**src/rtl/dmem_arbiter_if.sv**
```systemverilog
// dmem_arbiter_if
//   Bundles the CPU port, the debug/loader port and the memory command
//   port of the data-memory arbiter.
//
//   Handshake (both requester ports): the requester raises *_req with
//   *_we/*_addr/*_wdata stable and holds them until it sees the one-cycle
//   *_done pulse. *_err is meaningful only while *_done is high. *_rdata
//   is valid from *_done and holds until that port's next completion.
//   The requester drops or changes its request in the cycle after *_done.
//
//   Modports:
//     slave  - the arbiter (takes requests, drives the memory command)
//     master - the requesters and the memory array
interface dmem_arbiter_if #(
    parameter int IDX_W = 10
);
    logic             cpu_req;
    logic             cpu_we;
    logic [63:0]      cpu_addr;
    logic [63:0]      cpu_wdata;
    logic             cpu_stall;
    logic             cpu_done;
    logic             cpu_err;
    logic [63:0]      cpu_rdata;

    logic             dbg_req;
    logic             dbg_we;
    logic [63:0]      dbg_addr;
    logic [63:0]      dbg_wdata;
    logic             dbg_done;
    logic             dbg_err;
    logic [63:0]      dbg_rdata;

    logic             mem_en;
    logic             mem_we;
    logic [IDX_W-1:0] mem_index;
    logic [63:0]      mem_wdata;
    logic [63:0]      mem_rdata;

    modport slave (
        input  cpu_req, cpu_we, cpu_addr, cpu_wdata,
        output cpu_stall, cpu_done, cpu_err, cpu_rdata,
        input  dbg_req, dbg_we, dbg_addr, dbg_wdata,
        output dbg_done, dbg_err, dbg_rdata,
        output mem_en, mem_we, mem_index, mem_wdata,
        input  mem_rdata
    );

    modport master (
        output cpu_req, cpu_we, cpu_addr, cpu_wdata,
        input  cpu_stall, cpu_done, cpu_err, cpu_rdata,
        output dbg_req, dbg_we, dbg_addr, dbg_wdata,
        input  dbg_done, dbg_err, dbg_rdata,
        input  mem_en, mem_we, mem_index, mem_wdata,
        output mem_rdata
    );
endinterface

```
**src/rtl/dmem_arbiter.sv**
```systemverilog
// dmem_arbiter
//   Sequences the single-port data memory between the pipeline MEM stage
//   (CPU port) and the debug/loader port (DBG port). Round-robin grant,
//   byte address -> word index conversion, one memory command at a time,
//   fixed read latency LAT, completion and error status per port.
//
//   Ports:
//     clock, reset - rising-edge clock, synchronous active-high reset
//     bus          - dmem_arbiter_if.slave (CPU, DBG and memory signals)
//     fsm_state    - current controller state for observation
//                    (0 IDLE, 1 ISSUE, 2 WAIT, 3 DONE)
module dmem_arbiter #(
    parameter int LAT   = 2,
    parameter int WORDS = 1024,
    parameter int IDX_W = 10
) (
    input  logic                 clock,
    input  logic                 reset,
    dmem_arbiter_if.slave        bus,
    output logic [1:0]           fsm_state
);
    localparam logic [1:0] S_IDLE  = 2'd0;
    localparam logic [1:0] S_ISSUE = 2'd1;
    localparam logic [1:0] S_WAIT  = 2'd2;
    localparam logic [1:0] S_DONE  = 2'd3;

    localparam logic OWN_CPU = 1'b0;
    localparam logic OWN_DBG = 1'b1;

    logic [1:0]       state_q, state_d;
    logic             owner_q, owner_d;
    logic             last_grant_q, last_grant_d;
    logic             we_q, we_d;
    logic             err_q, err_d;
    logic [IDX_W-1:0] idx_q, idx_d;
    logic [63:0]      wdata_q, wdata_d;
    logic [2:0]       cnt_q, cnt_d;
    logic [63:0]      cpu_rdata_q, cpu_rdata_d;
    logic [63:0]      dbg_rdata_q, dbg_rdata_d;

    logic             grant_dbg;
    logic             sel_we;
    logic             sel_ok;
    logic [63:0]      sel_addr;
    logic [63:0]      sel_wdata;

    // DBG wins when it is alone, or on a tie when CPU had the last grant.
    always_comb begin
        grant_dbg = bus.dbg_req & (~bus.cpu_req | (last_grant_q == OWN_CPU));
        sel_we    = grant_dbg ? bus.dbg_we    : bus.cpu_we;
        sel_addr  = grant_dbg ? bus.dbg_addr  : bus.cpu_addr;
        sel_wdata = grant_dbg ? bus.dbg_wdata : bus.cpu_wdata;
        sel_ok    = (sel_addr[2:0] == 3'b000) &&
                    ({3'b000, sel_addr[63:3]} < 64'(WORDS));
    end

    always_comb begin
        state_d      = state_q;
        owner_d      = owner_q;
        last_grant_d = last_grant_q;
        we_d         = we_q;
        err_d        = err_q;
        idx_d        = idx_q;
        wdata_d      = wdata_q;
        cnt_d        = cnt_q;
        cpu_rdata_d  = cpu_rdata_q;
        dbg_rdata_d  = dbg_rdata_q;
        case (state_q)
            S_IDLE: begin
                if (bus.cpu_req || bus.dbg_req) begin
                    owner_d      = grant_dbg;
                    last_grant_d = grant_dbg;
                    we_d         = sel_we;
                    err_d        = ~sel_ok;
                    if (sel_ok) begin
                        // idx/wdata double as the memory command outputs, so
                        // they only move on a grant that will really issue.
                        idx_d   = sel_addr[IDX_W+2:3];
                        wdata_d = sel_wdata;
                        state_d = S_ISSUE;
                    end else begin
                        state_d = S_DONE;
                        if (!sel_we) begin
                            if (grant_dbg) dbg_rdata_d = '0;
                            else           cpu_rdata_d = '0;
                        end
                    end
                end
            end
            S_ISSUE: begin
                if (we_q) begin
                    state_d = S_DONE;
                end else begin
                    state_d = S_WAIT;
                    cnt_d   = 3'(LAT);
                end
            end
            S_WAIT: begin
                cnt_d = cnt_q - 3'd1;
                if (cnt_q == 3'd1) begin
                    if (owner_q == OWN_DBG) dbg_rdata_d = bus.mem_rdata;
                    else                    cpu_rdata_d = bus.mem_rdata;
                    state_d = S_DONE;
                end
            end
            default: begin
                state_d = S_IDLE;
            end
        endcase
    end

    always_ff @(posedge clock) begin
        if (reset) begin
            state_q      <= S_IDLE;
            owner_q      <= OWN_CPU;
            last_grant_q <= OWN_DBG;
            we_q         <= 1'b0;
            err_q        <= 1'b0;
            idx_q        <= '0;
            wdata_q      <= '0;
            cnt_q        <= '0;
            cpu_rdata_q  <= '0;
            dbg_rdata_q  <= '0;
        end else begin
            state_q      <= state_d;
            owner_q      <= owner_d;
            last_grant_q <= last_grant_d;
            we_q         <= we_d;
            err_q        <= err_d;
            idx_q        <= idx_d;
            wdata_q      <= wdata_d;
            cnt_q        <= cnt_d;
            cpu_rdata_q  <= cpu_rdata_d;
            dbg_rdata_q  <= dbg_rdata_d;
        end
    end

    assign bus.mem_en    = (state_q == S_ISSUE);
    assign bus.mem_we    = (state_q == S_ISSUE) & we_q;
    assign bus.mem_index = idx_q;
    assign bus.mem_wdata = wdata_q;

    assign bus.cpu_done  = (state_q == S_DONE) & (owner_q == OWN_CPU);
    assign bus.dbg_done  = (state_q == S_DONE) & (owner_q == OWN_DBG);
    assign bus.cpu_err   = bus.cpu_done & err_q;
    assign bus.dbg_err   = bus.dbg_done & err_q;
    assign bus.cpu_rdata = cpu_rdata_q;
    assign bus.dbg_rdata = dbg_rdata_q;

    // Low in the done cycle so the pipeline advances on that edge.
    assign bus.cpu_stall = bus.cpu_req & ~bus.cpu_done;

    assign fsm_state = state_q;
endmodule
```
**src/flat_wrapper.sv**
```systemverilog
// flat-port wrapper written by rule: the top's interface ports become plain ports
module dmem_arbiter_flat 
#(
    parameter int LAT   = 2,
    parameter int WORDS = 1024,
    parameter int IDX_W = 10
)
  (clock, reset, fsm_state, bus_cpu_req, bus_cpu_we, bus_cpu_addr, bus_cpu_wdata, bus_cpu_stall, bus_cpu_done, bus_cpu_err, bus_cpu_rdata, bus_dbg_req, bus_dbg_we, bus_dbg_addr, bus_dbg_wdata, bus_dbg_done, bus_dbg_err, bus_dbg_rdata, bus_mem_en, bus_mem_we, bus_mem_index, bus_mem_wdata, bus_mem_rdata);
  dmem_arbiter_if #(.IDX_W(IDX_W)) bus_i ();
  input  logic clock;
  input  logic reset;
  output logic [1:0] fsm_state;
  input wire logic [$bits(bus_i.cpu_req)-1:0] bus_cpu_req;
  input wire logic [$bits(bus_i.cpu_we)-1:0] bus_cpu_we;
  input wire logic [$bits(bus_i.cpu_addr)-1:0] bus_cpu_addr;
  input wire logic [$bits(bus_i.cpu_wdata)-1:0] bus_cpu_wdata;
  output wire logic [$bits(bus_i.cpu_stall)-1:0] bus_cpu_stall;
  output wire logic [$bits(bus_i.cpu_done)-1:0] bus_cpu_done;
  output wire logic [$bits(bus_i.cpu_err)-1:0] bus_cpu_err;
  output wire logic [$bits(bus_i.cpu_rdata)-1:0] bus_cpu_rdata;
  input wire logic [$bits(bus_i.dbg_req)-1:0] bus_dbg_req;
  input wire logic [$bits(bus_i.dbg_we)-1:0] bus_dbg_we;
  input wire logic [$bits(bus_i.dbg_addr)-1:0] bus_dbg_addr;
  input wire logic [$bits(bus_i.dbg_wdata)-1:0] bus_dbg_wdata;
  output wire logic [$bits(bus_i.dbg_done)-1:0] bus_dbg_done;
  output wire logic [$bits(bus_i.dbg_err)-1:0] bus_dbg_err;
  output wire logic [$bits(bus_i.dbg_rdata)-1:0] bus_dbg_rdata;
  output wire logic [$bits(bus_i.mem_en)-1:0] bus_mem_en;
  output wire logic [$bits(bus_i.mem_we)-1:0] bus_mem_we;
  output wire logic [$bits(bus_i.mem_index)-1:0] bus_mem_index;
  output wire logic [$bits(bus_i.mem_wdata)-1:0] bus_mem_wdata;
  input wire logic [$bits(bus_i.mem_rdata)-1:0] bus_mem_rdata;
  assign bus_i.cpu_req = bus_cpu_req;
  assign bus_i.cpu_we = bus_cpu_we;
  assign bus_i.cpu_addr = bus_cpu_addr;
  assign bus_i.cpu_wdata = bus_cpu_wdata;
  assign bus_cpu_stall = bus_i.cpu_stall;
  assign bus_cpu_done = bus_i.cpu_done;
  assign bus_cpu_err = bus_i.cpu_err;
  assign bus_cpu_rdata = bus_i.cpu_rdata;
  assign bus_i.dbg_req = bus_dbg_req;
  assign bus_i.dbg_we = bus_dbg_we;
  assign bus_i.dbg_addr = bus_dbg_addr;
  assign bus_i.dbg_wdata = bus_dbg_wdata;
  assign bus_dbg_done = bus_i.dbg_done;
  assign bus_dbg_err = bus_i.dbg_err;
  assign bus_dbg_rdata = bus_i.dbg_rdata;
  assign bus_mem_en = bus_i.mem_en;
  assign bus_mem_we = bus_i.mem_we;
  assign bus_mem_index = bus_i.mem_index;
  assign bus_mem_wdata = bus_i.mem_wdata;
  assign bus_i.mem_rdata = bus_mem_rdata;
  dmem_arbiter #(.LAT(LAT), .WORDS(WORDS), .IDX_W(IDX_W)) u_core (.clock(clock), .reset(reset), .bus(bus_i), .fsm_state(fsm_state));
endmodule
```
**config.mk**
```make
export PLATFORM = sky130hd
export DESIGN_NAME = dmem_arbiter_flat
export DESIGN_NICKNAME = d
export VERILOG_FILES = /design/src/rtl/dmem_arbiter_if.sv /design/src/rtl/dmem_arbiter.sv /design/src/flat_wrapper.sv
export SDC_FILE = /design/constraint.sdc
export NUM_CORES = 1
export LEC_CHECK = 0
export CAP_MARGIN = 20
export CORE_AREA = 2 2 211 213
export CTS_CLUSTER_SIZE = 10
export DETAILED_ROUTE_END_ITERATION = 12
export DIE_AREA = 0 0 213 215
export SLEW_MARGIN = 0
export SYNTH_ARGS = -nofsm -noshare
export SYNTH_HDL_FRONTEND = slang
export SYNTH_SLANG_ARGS = --single-unit
```
**constraint.sdc**
```tcl
create_clock -name clock -period 6.3 [get_ports clock]
set_input_delay 1.26 -clock clock [delete_from_list [all_inputs] [get_ports clock]]
set_output_delay 1.26 -clock clock [all_outputs]
set_load 0.005 [all_outputs]
```
* Yosys cells after proc, flatten, opt, wreduce, memory -nomap -nowiden
Index checks and enable logic that the tools add are counted.
Word-level totals: input port bits 326, word-level logic and storage cells 74, bits in registers 211, output and inout port bits 211
Cells by class: add/sub/neg operators 1, bitwise gates (word level) 13, eq/ne operators 13, reduce and logical (&&, ||, !) cells 12, $lt $le $gt $ge 1, multiplexer cells 24
Operator list (count):
- 64-bit two-way mux | 14
- 64-bit one-hot mux with 2 select lines | 2
- 61-bit by 11-bit < comparator with 1-bit output, second input constant | 1
- 7-bit AND reduction | 2
- 2-bit inequality test, second input constant | 5
- 2-bit by 1-bit inequality test with 1-bit output, second input constant | 4
- 1-bit AND | 7
- 2-bit two-way mux | 3
- 2-bit one-hot mux with 3 select lines | 1
- 3-bit one-hot mux with 2 select lines | 1
- 2-bit AND reduction | 3
- 1-bit NOT | 5
- 2-bit equality test, second input constant | 2
- 2-bit nonzero test | 2
- 3-bit by 1-bit equality test with 1-bit output, second input constant | 1
- 3-bit logical NOT | 1
- 3-bit two-way mux | 1
- 3-bit AND reduction | 1
- 3-bit by 1-bit subtractor with 3-bit output, second input constant | 1
- 2-bit by 1-bit equality test with 1-bit output, second input constant | 1
- 2-bit logical NOT | 1
- 1-bit two-way mux | 2
- 1-bit logical AND | 1
- 1-bit logical OR | 1
- 1-bit bitwise OR | 1

* Depth between registers and ports, before layout
depth after elaboration 9, gate-level depth with buffers 11, depth with buffers taken out 8

* Least setup slack after synthesis
No wires, ideal clock.
path type input-to-reg, start in bus_cpu_addr[62], end reg u_core.wdata_q[10], in the netlist u_core.bus.mem_wdata[10], arrival time 2.714 ns, path buffers 2, path slack 3.453 ns, cell stages on the path 8, cell sequence nor4_1 > nand4_1 > nor4_1 > a41oi_1 > nor3_1 > buf_2 > buf_4 > a311oi_1
Between the ends: word-level cells in the longest chain between the ends 4
Ends and longest elaborated chain:
- start, declared | line flat_wrapper.sv:15 | input wire logic [$bits(bus_i.cpu_addr)-1:0] bus_cpu_addr;
- 64-bit two-way mux | line dmem_arbiter.sv:51 | sel_addr = grant_dbg ? bus.dbg_addr : bus.cpu_addr;
- 61-bit by 11-bit < comparator with 1-bit output | line dmem_arbiter.sv:54 | ({3'b000, sel_addr[63:3]} < 64'(WORDS));
- 1-bit logical AND | line dmem_arbiter.sv:53 | sel_ok = (sel_addr[2:0] == 3'b000) &&
- 3-bit AND reduction (no line)
- end signal, assigned | line dmem_arbiter.sv:131 | wdata_q <= wdata_d;
- end, declared | line dmem_arbiter.sv:36 | logic [63:0] wdata_q, wdata_d;
No other way between the ends. A chain may end at the register's enable or synchronous reset.

* Worst setup path in the final report
start in bus_dbg_addr[62], end reg u_core.wdata_q[7], in the netlist u_core.bus.mem_wdata[7]
Between the ends: word-level cells in the longest chain between the ends 4
Ends and longest elaborated chain:
- start, declared | line flat_wrapper.sv:23 | input wire logic [$bits(bus_i.dbg_addr)-1:0] bus_dbg_addr;
- 64-bit two-way mux | line dmem_arbiter.sv:51
- 61-bit by 11-bit < comparator with 1-bit output | line dmem_arbiter.sv:54
- 1-bit logical AND | line dmem_arbiter.sv:53
- 3-bit AND reduction (no line)
No other way between the ends.

==> results.py <==
metrics = {
    "critical_path": {
        "crit_path_top_delay_cell": "a41o_2",
        "startpoint_type": "input pin",
        "r2r_slack_ns": 3.23,
        "cp_num_buf_inv": 2,
        "end_kind": "flop",
        "slowest_delay_ns": 0.68,
        "ff2ff_path_depth": 9,
        "crit_required_ns": 6.74,
        "crit_family": "compound AO/OA/AOI/OAI gates",
        "worstSetupPathDepth": 8,
        "critPathKind": "in2reg",
        "crit_chain": "clkdlybuf4s50_1, nor4_1, nand4_1, nor2_1, a41o_2, buf_4, a31oi_1, a311oi_1",
        "critPathArrivalTime_ns": 4.32,
        "crit_fanout": 44,
    },
    "pwr": {
        "swShare": 0.3113,
        "internal_power_mw": 2.860,
        "p_sw_mw": 1.292,
        "power_frac_seq": 0.360,
        "p_per_area_nw_per_um2": 260.5,
        "comb_power_share": 0.316,
        "leakagePower_nw": 5.335,
        "vdd_drop_max_mv": 0.1995,
        "power_frac_clock": 0.323,
    },
    "floorplanning": {
        "dieArea_um2": 45800,
        "die_h_um": 215,
        "coreArea_um2": 43640,
        "initial_core_util": 0.2160,
        "pin_count": 537,
        "fp.dieW_um": 213,
        "rows": 77,
    },
    "clock_network": {
        "cts_buffers": 26,
        "cts_tree": "built",
        "clock_path_buffers": 3,
        "cts_resized": 0,
        "post-cts-setup-buffer-count": 0,
        "clk-insertion-delay-late_ns": 0.54,
        "cts.reportedPaths.clkPinSlew_ns": 0.06,
        "htreeDepth": 1,
        "root_buffer": "clkbuf_16",
        "numClockSinks": 211,
        "hold_buffers": 0,
    },
    "finish": {
        "area_growth_pct": 69.12,
        "stdcell_count": 2123,
        "multiInputGateArea_um2": 4701,
        "n_fill_cell": 4427,
        "drive_above_1_share": 0.03856,
        "fin_area_um2": 15940,
        "seqCellArea_um2": 4224,
        "nNetsFinal": 1854,
    },
    "route": {
        "drt-total-wl_um": 39490,
        "wire_per_inst_um": 18.60,
        "highest_layer": "met5",
        "via_count": 9616,
        "route.detailed.drc": 0,
        "drt_iter0_drc": 461,
        "dr_wl_met2_um": 17130,
        "route.met3.wl_um": 4692,
        "first_pass_iters": 5,
        "wl_met1_um": 15890,
        "viasPerCell": 4.529,
        "antenna_left": 0,
    },
    "grt": {
        "grt_pass1_wl_um": 58720,
        "track_usage": 0.1625,
        "antenna_found_initial": 4,
        "grt_pass1_vias": 9788,
        "gr-total-overflow": 0,
        "grt_max_degree": 124,
    },
    "sta": {
        "rsz0062_at_grt": "no",
        "min_period_ns": 3.882,
        "hold_viol_final": 0,
        "tns_ns": 0,
        "worst_pin_slew_ns": 1.090,
        "drv_slew": 0,
        "hold_ws_ns": 0.4677,
        "fin_worst_skew_ns": 0.009293,
        "finalCritPeriodShare": 0.6162,
        "slew_headroom": 0.2716,
        "clock.fmax_mhz": 257.6,
        "finalSetupViolCount": 0,
    },
    "yosys": {
        "postSynthAreaPerCell_um2": 9.124,
        "synth_area_leaders": "dfxtp_1 (45%), mux2i_1 (14%), nand2_1 (8.8%)",
        "yosysWarnings": 0,
        "synth.top_cell.area_share": 0.4482,
        "synth_seq_cells": 211,
        "synth_fp_nets": 1366,
        "synthCells": 1033,
        "synth.largest_area_cell": "dfxtp_1",
        "netlist_area_um2": 9425,
        "ys_seq_area_frac": 0.4482,
        "synth_cell_types": 36,
    },
    "placed_design": {
        "dpl-instance-area_um2": 15210,
        "portBuffers": 536,
        "numPlacedInstances": 2085,
        "place.gp.congestion": 0.9477,
        "hpwl_um": 29070,
    },
    "run": {
        "drv_cap": 0,
    },
    "worst_hold_path": {
        "hold_path_class": "reg2reg",
        "hold_depth": 2,
    },
    "status": {
        "outcome": "completed",
    },
}
-- routing by layer --
layer,track usage,up-vias
met5,0,-
met4,0.07179,6
met3,0.06065,70
met2,0.2585,497
met1,0.1943,4410
li1,-,4633
-- final timing paths --
check / start / end
setup / recovery: bus_dbg_addr[62] / u_core.bus.mem_wdata[7]
hold / removal: u_core.bus.cpu_rdata[28] / u_core.bus.cpu_rdata[28]
setup reg to reg: u_core.fsm_state[1] / u_core.bus.dbg_rdata[5]
hold reg to reg: u_core.bus.cpu_rdata[28] / u_core.bus.cpu_rdata[28]
-- state kept, by name, summed over array words and instances (netlist names) --
name and cells:
u_core.bus.cpu_rdata 64, u_core.bus.dbg_rdata 64, u_core.bus.mem_wdata 64, u_core.bus.mem_index 10, u_core.cnt_q 3, u_core.fsm_state 2
u_core.err_q 1, u_core.last_grant_q 1, u_core.owner_q 1, u_core.we_q 1
-- cell usage after synthesis, drive strengths merged --
library cell  number
a21boi             2
a21o               1
a21oi              6
a22oi              2
a311oi            76
a31o               1
a31oi             77
a41o               1
a41oi              1
and2               2
and3               1
buf               39
clkbuf            53
dfxtp            211
ha                 7
inv                9
mux2i            129
nand2            222
nand2b           128
nand4              4
nor2              16
nor2b              2
nor3               6
nor4              27
o2111ai            1
o21ai              5
o22ai              1
or2                2
or4                1
-- layout by cell type, fill, tap and decap left out, types with 2 or more instances in the layout --
| cell | n |
|---|---|
| clkdlybuf4s50_1 | 535 |
| nand2_1 | 221 |
| dfxtp_1 | 211 |
| mux2i_1 | 129 |
| nand2b_1 | 128 |
| a31oi_1 | 77 |
| a311oi_1 | 74 |
| nor4_1 | 27 |
| clkbuf_16 | 27 |
| buf_4 | 15 |
| nor2_1 | 14 |
| inv_1 | 8 |
| ha_1 | 7 |
| clkbuf_1 | 7 |
| a21oi_1 | 6 |
| nor3_1 | 5 |
| nand4_1 | 4 |
| o21ai_0 | 3 |
| or2_2 | 2 |
| o21ai_1 | 2 |
| a311oi_4 | 2 |
| nor2_4 | 2 |
| a22oi_1 | 2 |
| nor2b_1 | 2 |
| and2_1 | 2 |
| clkinvlp_4 | 2 |
| buf_12 | 2 |
-- cell families after synthesis --
| logic type | after synthesis | share of synthesized area |
|---|---|---|
| AND/OR/NAND/NOR | 411 | 0.2089 |
| multiplexers | 129 | 0.1370 |
| buffers and inverters | 101 | 0.05934 |
| adder cells (fa/ha/maj) | 7 | 0.009292 |
| flip-flops | 211 | 0.4482 |
| AO/OA/AOI/OAI | 174 | 0.1373 |
-- area by class of cell --
| cell class | instances | area share |
|---|---|---|
| antenna | 1 | 0.0001570 |
| clock buffer | 35 | 0.04490 |
| clock inverter | 2 | 0.0009419 |
| inverter | 9 | 0.002119 |
| multi-input combinational | 721 | 0.2949 |
| sequential | 211 | 0.2650 |
| tap | 592 | 0.04647 |
| timing repair buffer | 552 | 0.3455 |
-- worst register-to-register path, stage by stage, from the launching register on --
cell and delay (ns):
dfxtp_1 0.37, inv_1 0.13, ha_1 0.34, o21ai_1 0.19, a21o_1 0.19, a21oi_1 0.19, o21ai_1 0.17, a311oi_4 0.76
buf_4 0.41, mux2i_1 0.25
-- power by group through the flow --
stage / clock network [mW] / logic, mW / registers, mW
finish: 1.34 / 1.31 / 1.50
global placement: 0 / 1.31 / 1.52
global route: 1.44 / 1.41 / 1.51
detailed placement: 0 / 1.32 / 1.53
CTS: 1.39 / 1.32 / 1.50
floorplan: 0 / 0.739 / 1.52
-- per-stage QoR --
stage	power [mW]	utilization	worst slack (ns)
after floorplan	2.257	-	3.453
after global placement	2.831	0.3484	1.984
after detailed placement	2.842	0.3484	1.890
after CTS	4.215	0.3652	2.458
after global routing	4.351	0.3652	2.148
final	4.152	0.3652	2.418
Power figures use the tool's default switching activity.
